<file path="src/rtl/uart_tx_buffer_pkg.sv">
// Shared definitions for the UART transmit path: sequencer state encodings
// and the default character width.
package uart_tx_buffer_pkg;

    localparam int unsigned UART_DATA_WIDTH = 8;

    typedef enum logic [1:0] {
        ST_IDLE = 2'b00,
        ST_LOAD = 2'b01,
        ST_SEND = 2'b10,
        ST_WAIT = 2'b11
    } seq_state_e;

endpackage

</file>
<file path="src/rtl/uart_tx_buffer_sync_fifo.sv">
// Circular byte buffer with occupancy count; writes while full and reads
// while empty are ignored.
module sync_fifo #(
    parameter int unsigned DATA_WIDTH = 8,
    parameter int unsigned DEPTH      = 8,
    parameter int unsigned ADDR_W     = 3
) (
    input  logic                  clk,
    input  logic                  rst,
    input  logic                  push_i,
    input  logic                  pop_i,
    input  logic [DATA_WIDTH-1:0] wr_data_i,
    output logic [DATA_WIDTH-1:0] rd_data_o,
    output logic                  full_o,
    output logic                  empty_o,
    output logic [ADDR_W:0]       count_o
);

    logic [DATA_WIDTH-1:0] mem_q [DEPTH];
    logic [ADDR_W-1:0]     wr_ptr_q, wr_ptr_d;
    logic [ADDR_W-1:0]     rd_ptr_q, rd_ptr_d;
    logic [ADDR_W:0]       count_q, count_d;
    logic                  do_push, do_pop;

    assign full_o    = (count_q == (ADDR_W+1)'(DEPTH));
    assign empty_o   = (count_q == '0);
    assign count_o   = count_q;
    assign rd_data_o = mem_q[rd_ptr_q];

    // A push is refused while full even if a pop frees a slot this cycle.
    assign do_push = push_i && !full_o;
    assign do_pop  = pop_i && !empty_o;

    always_comb begin
        wr_ptr_d = wr_ptr_q;
        rd_ptr_d = rd_ptr_q;
        count_d  = count_q;
        if (do_push) wr_ptr_d = wr_ptr_q + ADDR_W'(1);
        if (do_pop)  rd_ptr_d = rd_ptr_q + ADDR_W'(1);
        case ({do_push, do_pop})
            2'b10:   count_d = count_q + (ADDR_W+1)'(1);
            2'b01:   count_d = count_q - (ADDR_W+1)'(1);
            default: count_d = count_q;
        endcase
    end

    always_ff @(posedge clk) begin
        if (rst) begin
            wr_ptr_q <= '0;
            rd_ptr_q <= '0;
            count_q  <= '0;
        end else begin
            wr_ptr_q <= wr_ptr_d;
            rd_ptr_q <= rd_ptr_d;
            count_q  <= count_d;
        end
    end

    always_ff @(posedge clk) begin
        if (do_push) mem_q[wr_ptr_q] <= wr_data_i;
    end

endmodule

</file>
<file path="src/rtl/uart_tx_buffer.sv">
// Byte FIFO plus send sequencer feeding the UART transmitter: one tx_send
// per queued byte, tx_data held stable until the transmitter reports done.
module uart_tx_buffer
    import uart_tx_buffer_pkg::*;
#(
    parameter int unsigned DATA_WIDTH = UART_DATA_WIDTH,
    parameter int unsigned DEPTH      = 8,
    parameter int unsigned ADDR_W     = 3
) (
    input  logic                  clk,
    input  logic                  rst,
    input  logic                  wr_en,
    input  logic [DATA_WIDTH-1:0] wr_data,
    input  logic                  ovf_clr,
    input  logic                  tx_done,
    output logic                  tx_send,
    output logic [DATA_WIDTH-1:0] tx_data,
    output logic                  tx_busy,
    output logic                  full,
    output logic                  empty,
    output logic [ADDR_W:0]       count,
    output logic                  overflow
);

    seq_state_e            state_q, state_d;
    logic [DATA_WIDTH-1:0] tx_data_q, tx_data_d;
    logic                  overflow_q, overflow_d;
    logic                  pop;
    logic [DATA_WIDTH-1:0] fifo_rd_data;
    logic                  fifo_full, fifo_empty;

    sync_fifo #(
        .DATA_WIDTH (DATA_WIDTH),
        .DEPTH      (DEPTH),
        .ADDR_W     (ADDR_W)
    ) u_fifo (
        .clk       (clk),
        .rst       (rst),
        .push_i    (wr_en),
        .pop_i     (pop),
        .wr_data_i (wr_data),
        .rd_data_o (fifo_rd_data),
        .full_o    (fifo_full),
        .empty_o   (fifo_empty),
        .count_o   (count)
    );

    always_comb begin
        state_d   = state_q;
        tx_data_d = tx_data_q;
        pop       = 1'b0;
        case (state_q)
            ST_IDLE: if (!fifo_empty) state_d = ST_LOAD;
            ST_LOAD: begin
                tx_data_d = fifo_rd_data;
                pop       = 1'b1;
                state_d   = ST_SEND;
            end
            ST_SEND: state_d = ST_WAIT;
            ST_WAIT: if (tx_done) state_d = ST_IDLE;
            default: state_d = ST_IDLE;
        endcase
    end

    // Clear wins over a same-cycle dropped write.
    always_comb begin
        overflow_d = overflow_q;
        if (wr_en && fifo_full) overflow_d = 1'b1;
        if (ovf_clr)            overflow_d = 1'b0;
    end

    always_ff @(posedge clk) begin
        if (rst) begin
            state_q    <= ST_IDLE;
            tx_data_q  <= '0;
            overflow_q <= 1'b0;
        end else begin
            state_q    <= state_d;
            tx_data_q  <= tx_data_d;
            overflow_q <= overflow_d;
        end
    end

    assign tx_send  = (state_q == ST_SEND);
    assign tx_busy  = (state_q != ST_IDLE);
    assign tx_data  = tx_data_q;
    assign full     = fifo_full;
    assign empty    = fifo_empty;
    assign overflow = overflow_q;

endmodule

</file>
<file path="config.mk">
export PLATFORM = sky130hd
export DESIGN_NAME = uart_tx_buffer
export DESIGN_NICKNAME = d
export VERILOG_FILES = /design/src/rtl/uart_tx_buffer_pkg.sv /design/src/rtl/uart_tx_buffer_sync_fifo.sv /design/src/rtl/uart_tx_buffer.sv
export SDC_FILE = /design/constraint.sdc
export NUM_CORES = 1
export LEC_CHECK = 0
export CORE_ASPECT_RATIO = 0.8
export CORE_MARGIN = 4
export CORE_UTILIZATION = 35
export DETAILED_ROUTE_END_ITERATION = 8
export PLACE_DENSITY = 0.5
export SLEW_MARGIN = 20
export SYNTH_ARGS = -nofsm -noshare
export SYNTH_HDL_FRONTEND = slang
export SYNTH_HIERARCHICAL = 1
export SYNTH_SLANG_ARGS = --single-unit
</file>
<file path="constraint.sdc">
create_clock -name clk -period 4.15 [get_ports clk]
set_clock_uncertainty 0.1 [all_clocks]
set_input_delay 0.415 -clock clk [delete_from_list [all_inputs] [get_ports clk]]
set_output_delay 0.415 -clock clk [all_outputs]
set_load 0.02 [all_outputs]
</file>
Yosys cells after proc, flatten, opt, wreduce, memory -nomap -nowiden
Memories as Yosys holds them, arrays and structs flattened. A register that Yosys moved wholly into a read port is not among the register bits.
Index checks and enable logic that the tools add are counted.
{"block": "word_totals", "reg_bits": 13, "latch_bits": 0, "mem_bits_rw": 64, "romBits": 0, "in_bits": 13, "elab_cells": 36, "mem_count": 1}
{"block": "op_classes", "addsub": 4, "n_mul": 0, "div_mod_pow": 0, "n_lt_le_gt_ge": 0, "eq_ne": 8, "shift": 0, "mux": 7, "n_bitwise": 0, "reduce_logical": 11}
{"name": "u_fifo.mem_q", "depth": 8, "word_bits": 8, "read_ports": 1, "rd_clocked_by_memory_dff": 1, "wr": 1, "line": "uart_tx_buffer_sync_fifo.sv:19", "rtl": "logic [DATA_WIDTH-1:0] mem_q [DEPTH];"}
{"operator": "case mux 2 bit (4 select lines)", "count": 1}
{"operator": "case mux 4 bit (2 select lines)", "count": 1}
{"operator": "adder 3 x 1 -> 3 bit, second input constant", "count": 2}
{"operator": "equality test 2 bit, second input constant", "count": 3}
{"operator": "adder 4 x 1 -> 4 bit, second input constant", "count": 1}
{"operator": "equality test 2 x 1 -> 1 bit, second input constant", "count": 2}
{"operator": "equality test 4 bit, second input constant", "count": 1}
{"operator": "logical NOT 4 bit", "count": 1}
{"operator": "2-to-1 mux 2 bit", "count": 2}
{"operator": "!= test 2 bit, second input constant", "count": 2}
{"operator": "nonzero test 2 bit", "count": 2}
{"operator": "subtractor 4 x 1 -> 4 bit, second input constant", "count": 1}
{"operator": "logical AND 1 bit", "count": 3}
{"operator": "2-to-1 mux 1 bit", "count": 3}
{"operator": "logical NOT 1 bit", "count": 2}
{"operator": "logical NOT 2 bit", "count": 1}
{"operator": "AND reduction 2 bit", "count": 1}
{"operator": "OR reduction 2 bit", "count": 1}

Depth between registers and ports, before layout
{"block": "logic_depth", "depth_word": 5, "ltp_mapped": 11}

By module
The synthesis kept the hierarchy.
{"mod": "sync_fifo", "instances": 1, "cells_each": 167, "area_per_inst_um2": 3151.8, "seq_area_each_um2": 2182.1}
{"mod": "uart_tx_buffer", "instances": 1, "cells_each": 47, "area_per_inst_um2": 490.5, "seq_area_each_um2": 220.2}

Worst setup path after synthesis
Ideal clock, no wire load.
{"block": "synth_timing", "path_type": "register to register", "start": "register u_fifo.count_q[1] (netlist: u_fifo/count_o[1])", "end": "register u_fifo.count_q[2] (netlist: u_fifo/count_o[2])", "arrival_ps": 2430, "required_ps": 3980, "path_slack_ps": 1550, "path_stages_with_launch": 12, "path_buffers": 2, "cell_sequence": "dfxtp_1 > buf_6 > or4b_4 > buf_6 > nand2_8 > ha_1 > xor2_1 > ha_1 > a21oi_1 > xor2_1 > or3_1 > a21oi_1"}
{"block": "synth_between", "elab_chain_cells": 5}
{"item": "start, declared", "line": "uart_tx_buffer_sync_fifo.sv:22", "rtl": "logic [ADDR_W:0] count_q, count_d;"}
{"item": "start signal, assigned", "line": "uart_tx_buffer_sync_fifo.sv:55", "rtl": "count_q <= count_d;"}
{"item": "equality test 4 bit / logical NOT 4 bit (equally long branches)", "line": "uart_tx_buffer_sync_fifo.sv:25, uart_tx_buffer_sync_fifo.sv:26"}
{"item": "logical NOT 1 bit (on tied branches)", "line": "uart_tx_buffer_sync_fifo.sv:31, uart_tx_buffer_sync_fifo.sv:32"}
{"item": "logical AND 1 bit (on tied branches)", "line": "uart_tx_buffer_sync_fifo.sv:31, uart_tx_buffer_sync_fifo.sv:32"}
{"item": "equality test 2 x 1 -> 1 bit / equality test 2 bit (equally long branches)", "line": "uart_tx_buffer_sync_fifo.sv:40", "rtl": "case ({do_push, do_pop})"}
{"item": "case mux 4 bit (2 select lines) / nonzero test 2 bit (equally long branches)"}
Several ways; a longest one is shown, not always the timed one.
A chain may end at the register's enable or synchronous reset.

Worst setup path after layout
{"block": "layout_timing", "start": "register state_q[1]", "end": "register u_fifo.count_q[2] (netlist: u_fifo/count_o[2])"}
{"block": "layout_between", "elab_chain_cells": 5}
{"item": "start, declared", "line": "uart_tx_buffer.sv:25", "rtl": "seq_state_e state_q, state_d;"}
{"item": "start signal, assigned", "line": "uart_tx_buffer.sv:78", "rtl": "state_q <= state_d;"}
{"item": "equality test 2 x 1 -> 1 bit (*)", "line": "uart_tx_buffer.sv:52", "rtl": "case (state_q)"}
{"item": "2-to-1 mux 1 bit (*)", "line": "uart_tx_buffer.sv:52"}
{"item": "named net pop", "line": "uart_tx_buffer.sv:28", "rtl": "logic pop;"}
{"item": "logical AND 1 bit (*)", "line": "uart_tx_buffer_sync_fifo.sv:32", "rtl": "assign do_pop = pop_i && !empty_o;"}
{"item": "named net u_fifo.do_pop", "line": "uart_tx_buffer_sync_fifo.sv:23", "rtl": "logic do_push, do_pop;"}
{"item": "equality test 2 x 1 -> 1 bit / equality test 2 bit (equally long branches)", "line": "uart_tx_buffer_sync_fifo.sv:40"}
{"item": "case mux 4 bit (2 select lines) / nonzero test 2 bit (equally long branches)"}
Mark *: on every way through the listed nets, which the timed path passes. The rest lies on a longest branch.

==> implementation parameters <==
Parameter                              Value

Outcome
  Result of the run    completed

Drt
  DR iter-0 viols    73
  Drt drc    0
  Post-detailed-route via-to-cell ratio    4.70
  Routed len/inst    17.3 microns
  First drt pass iteration count    4
  Via Count    1,848
  Total wire length after detailed routing    6790 microns
  Residual antenna-violating net count after detailed routing    0

Setup path
  Worst setup SP type    register
  Worst endpoint data arrival time    3.00 ns
  Data required time of the worst path    4.30 ns
  Top delay family on crit path    adder cells
  Worst path cell trace    inv_1 > ha_1 > o41a_1 > ha_1 > xor2_1 > ha_1 > a21oi_1 > xor2_1 > or3_1 > a21oi_1
  Cell with the most instances on the worst path    ha_1
  Critical path's slowest cell    ha_1
  Number of buffers and inverters on the critical path    1
  Largest stage delay, worst path    0.56 ns
  Critical Path Fanout Max    9
  Crit path kind    register to register
  Crit path capture type    register

Cells and area
  Ratio of cells with drive above 1 in the final layout    17.8%
  Commonest non-fill, non-tap cell in the layout    edfxtp_1
  Final non-filler cell total    393
  Area overhead of the layout relative to synthesis    20.5%
  Finished layout cell area    0.00439 sq mm
  Number of nets in the layout    271
  Commonest cells after routing, fill and taps aside    edfxtp_1, clkdlybuf4s50_1, dfxtp_1
  Antenna diodes    0

Yosys
  Number of synthesized register bits    88
  Area share of the largest cell type after synthesis    52.8%
  Number of distinct standard cells referenced by the synthesized netlist    39
  Post-Synthesis Net Count    237
  Sequential cell area fraction in the yosys report    66.0%
  Proportion of synthesized flip-flops having asynchronous set or reset    0%
  Synthesis warning total    6
  Top post-synthesis cells by area    edfxtp_1, dfxtp_1, mux4_1, mux4_2, ha_1
  Synthesized instance count    214
  Total standard cell area after synthesis    0.00364 sq mm
  Library cell occupying the most area in the post-synthesis netlist    edfxtp_1
  Number of enable-type register cells in the synthesized netlist    64
  Average cell area after synthesis    17.0 sq um
  Main synth FF type    edfxtp_1

Floorplanning
  Area of the die    0.0121 sq mm
  Vert. Die Dim    99.2 microns
  FP Rows    33
  Number of I/O pins    30
  Area of the placeable core    0.0102 sq mm
  Starting Density    35.7%
  Horizontal extent of the die    122 microns

Worst hold path
  Path class of the lowest-slack min-delay path    register to register

Timing
  Unrepaired setup endpoints after global routing    false
  Tightest Pin Transition    0.975 ns
  Final sum of negative setup slack    0 ns
  Pins over their slew limit    0
  Final count of negative-setup-slack endpoints    0
  Shortest clock period the worst path allows after layout    2.85 ns
  Slew HR    34.8%
  Final clock period utilization by the worst path    68.8%
  Number of hold violations in the final report    0
  Max Freq    350 MHz

CTS
  CTS tree    built
  CTS-repair resized insts    0
  Insertion delay to the later sink of the worst-skew pair    0.33 ns
  Number of buffers created by CTS    9
  Post-CTS Repair Setup Buffers    0
  Maximum clock path buffer count    2
  Number of H-tree branching levels    3
  Number of sinks handled by clock tree synthesis    88
  Clock Root Buffer    clkbuf_16
  Number of buffers added to fix hold violations after cts    0
  Clk slew on worst S/H paths    0.06 ns

Placed design
  Instance count after placement with tap cells included    377
  GPL Wtd Cong    0.697
  Total half-perimeter wirelength after legalization and detailed placement    4170 microns
  Placed cell areas    0.00408 sq mm
  Total of buffers placed on input and output ports    29

Power
  Proportion of power drawn by flip-flops and latches    44.5%
  Worst IR Drop VDD    0.222 mV
  Leakage Power    0.00147 uW
  Net switching share of the total power    27.3%
  Part of the total power dissipated in combinational logic    23.4%
  Total power per unit cell area    577 mW/mm^2
  Relative contribution of the clock network to total power    32.0%
  Int Power    1840 uW
  Total net switching power    693 uW

GRT
  First-pass GRT wire length    10,500 microns
  Largest net degree at the start of global routing    26
  Aggregate global-route resource usage    12.1%
  Number of antenna violations at the first check in global routing    0
  Via count of the first global-routing pass    1,884
  GR Overflow Total    0

Flow run
  Number of max-cap violations    0
-- routing by layer --
layer | wire length (microns) | GRT usage [%] | share of wire, % | up-vias
li1 | - | - | - | 892
met1 | 3340 | 16.3 | 49 | 921
met2 | 3090 | 18.2 | 46 | 28
met3 | 256 | 4.15 | 3.8 | 7
met4 | 91 | 4.39 | 1.3 | 0
met5 | 0 | 0 | 0 | -
-- flip-flops by register name, summed over array words and instances (netlist names), named ones only --
register and cells:
u_fifo/mem_q 64, tx_data 8, u_fifo/count_o 4, u_fifo/rd_ptr_q 3, u_fifo/wr_ptr_q 3, state_q 2
overflow 1
-- cell usage after synthesis, drive strengths merged, types with 2 or more instances --
master / number
nand2b: 5
nand3: 3
nand2: 4
nor2: 21
edfxtp: 64
xor2: 6
nor4: 2
nor2b: 2
mux2: 9
inv: 4
ha: 10
dfxtp: 24
mux2i: 11
buf: 9
nor3: 5
a21oi: 7
mux4: 16
-- path summary, 6_finish.rpt --
path              startpoint                 to  slack, ns  cells after the start
setup / recovery  state_q[1]  u_fifo/count_o[2]       1.30                     10
hold / removal    tx_data[2]         tx_data[2]       0.40                      2
setup reg to reg  state_q[1]  u_fifo/count_o[2]       1.30                     10
hold reg to reg   tx_data[2]         tx_data[2]       0.40                      2
-- cells by family after synthesis --
kind of cell	count (synthesis)	share of synthesized area, %
AO/OA/AOI/OAI	12	2.27
buffers and inverters	14	2.47
multiplexers	36	16.5
XOR/XNOR	7	1.89
adder cells (fa/ha/maj)	10	3.44
AND/OR/NAND/NOR	47	7.45
flip-flops	88	66.0
-- tightest hold or removal path, cell delays in order, from the launching register on --
cell and delay (ns):
dfxtp_1 0.33, mux2i_1 0.06, nor2_1 0.07
-- metrics by stage --
step                hold slack (ns)  util, %  worst slack (ns)  power (uW)
floorplan                     0.381        -              1.55        1550
global placement              0.380     40.0              1.34        1760
detailed placement            0.385     40.0              1.29        1750
CTS                           0.406     43.0              1.27        2580
global route                  0.435     43.0              1.11        2670
finish                        0.396     43.0              1.30        2530
-- power groups by stage --
stage | clock network [uW] | logic (uW) | registers (uW)
after global placement | 0 | 605 | 1150
final | 811 | 594 | 1130
after detailed placement | 0 | 601 | 1150
after global routing | 881 | 647 | 1150
after CTS | 842 | 604 | 1130
after floorplan | 0 | 420 | 1130
-- layout make-up --
type                    instances  area (sq um)
inverters                       4          15.0
flip-flops and latches         88          2400
well taps                     140           175
fillers                       922          5810
clock buffers                  12           256
multi-input cells             112          1160
clock inverters                 4          52.6
repair buffers                 33           320
Power figures use the tool's default switching activity.
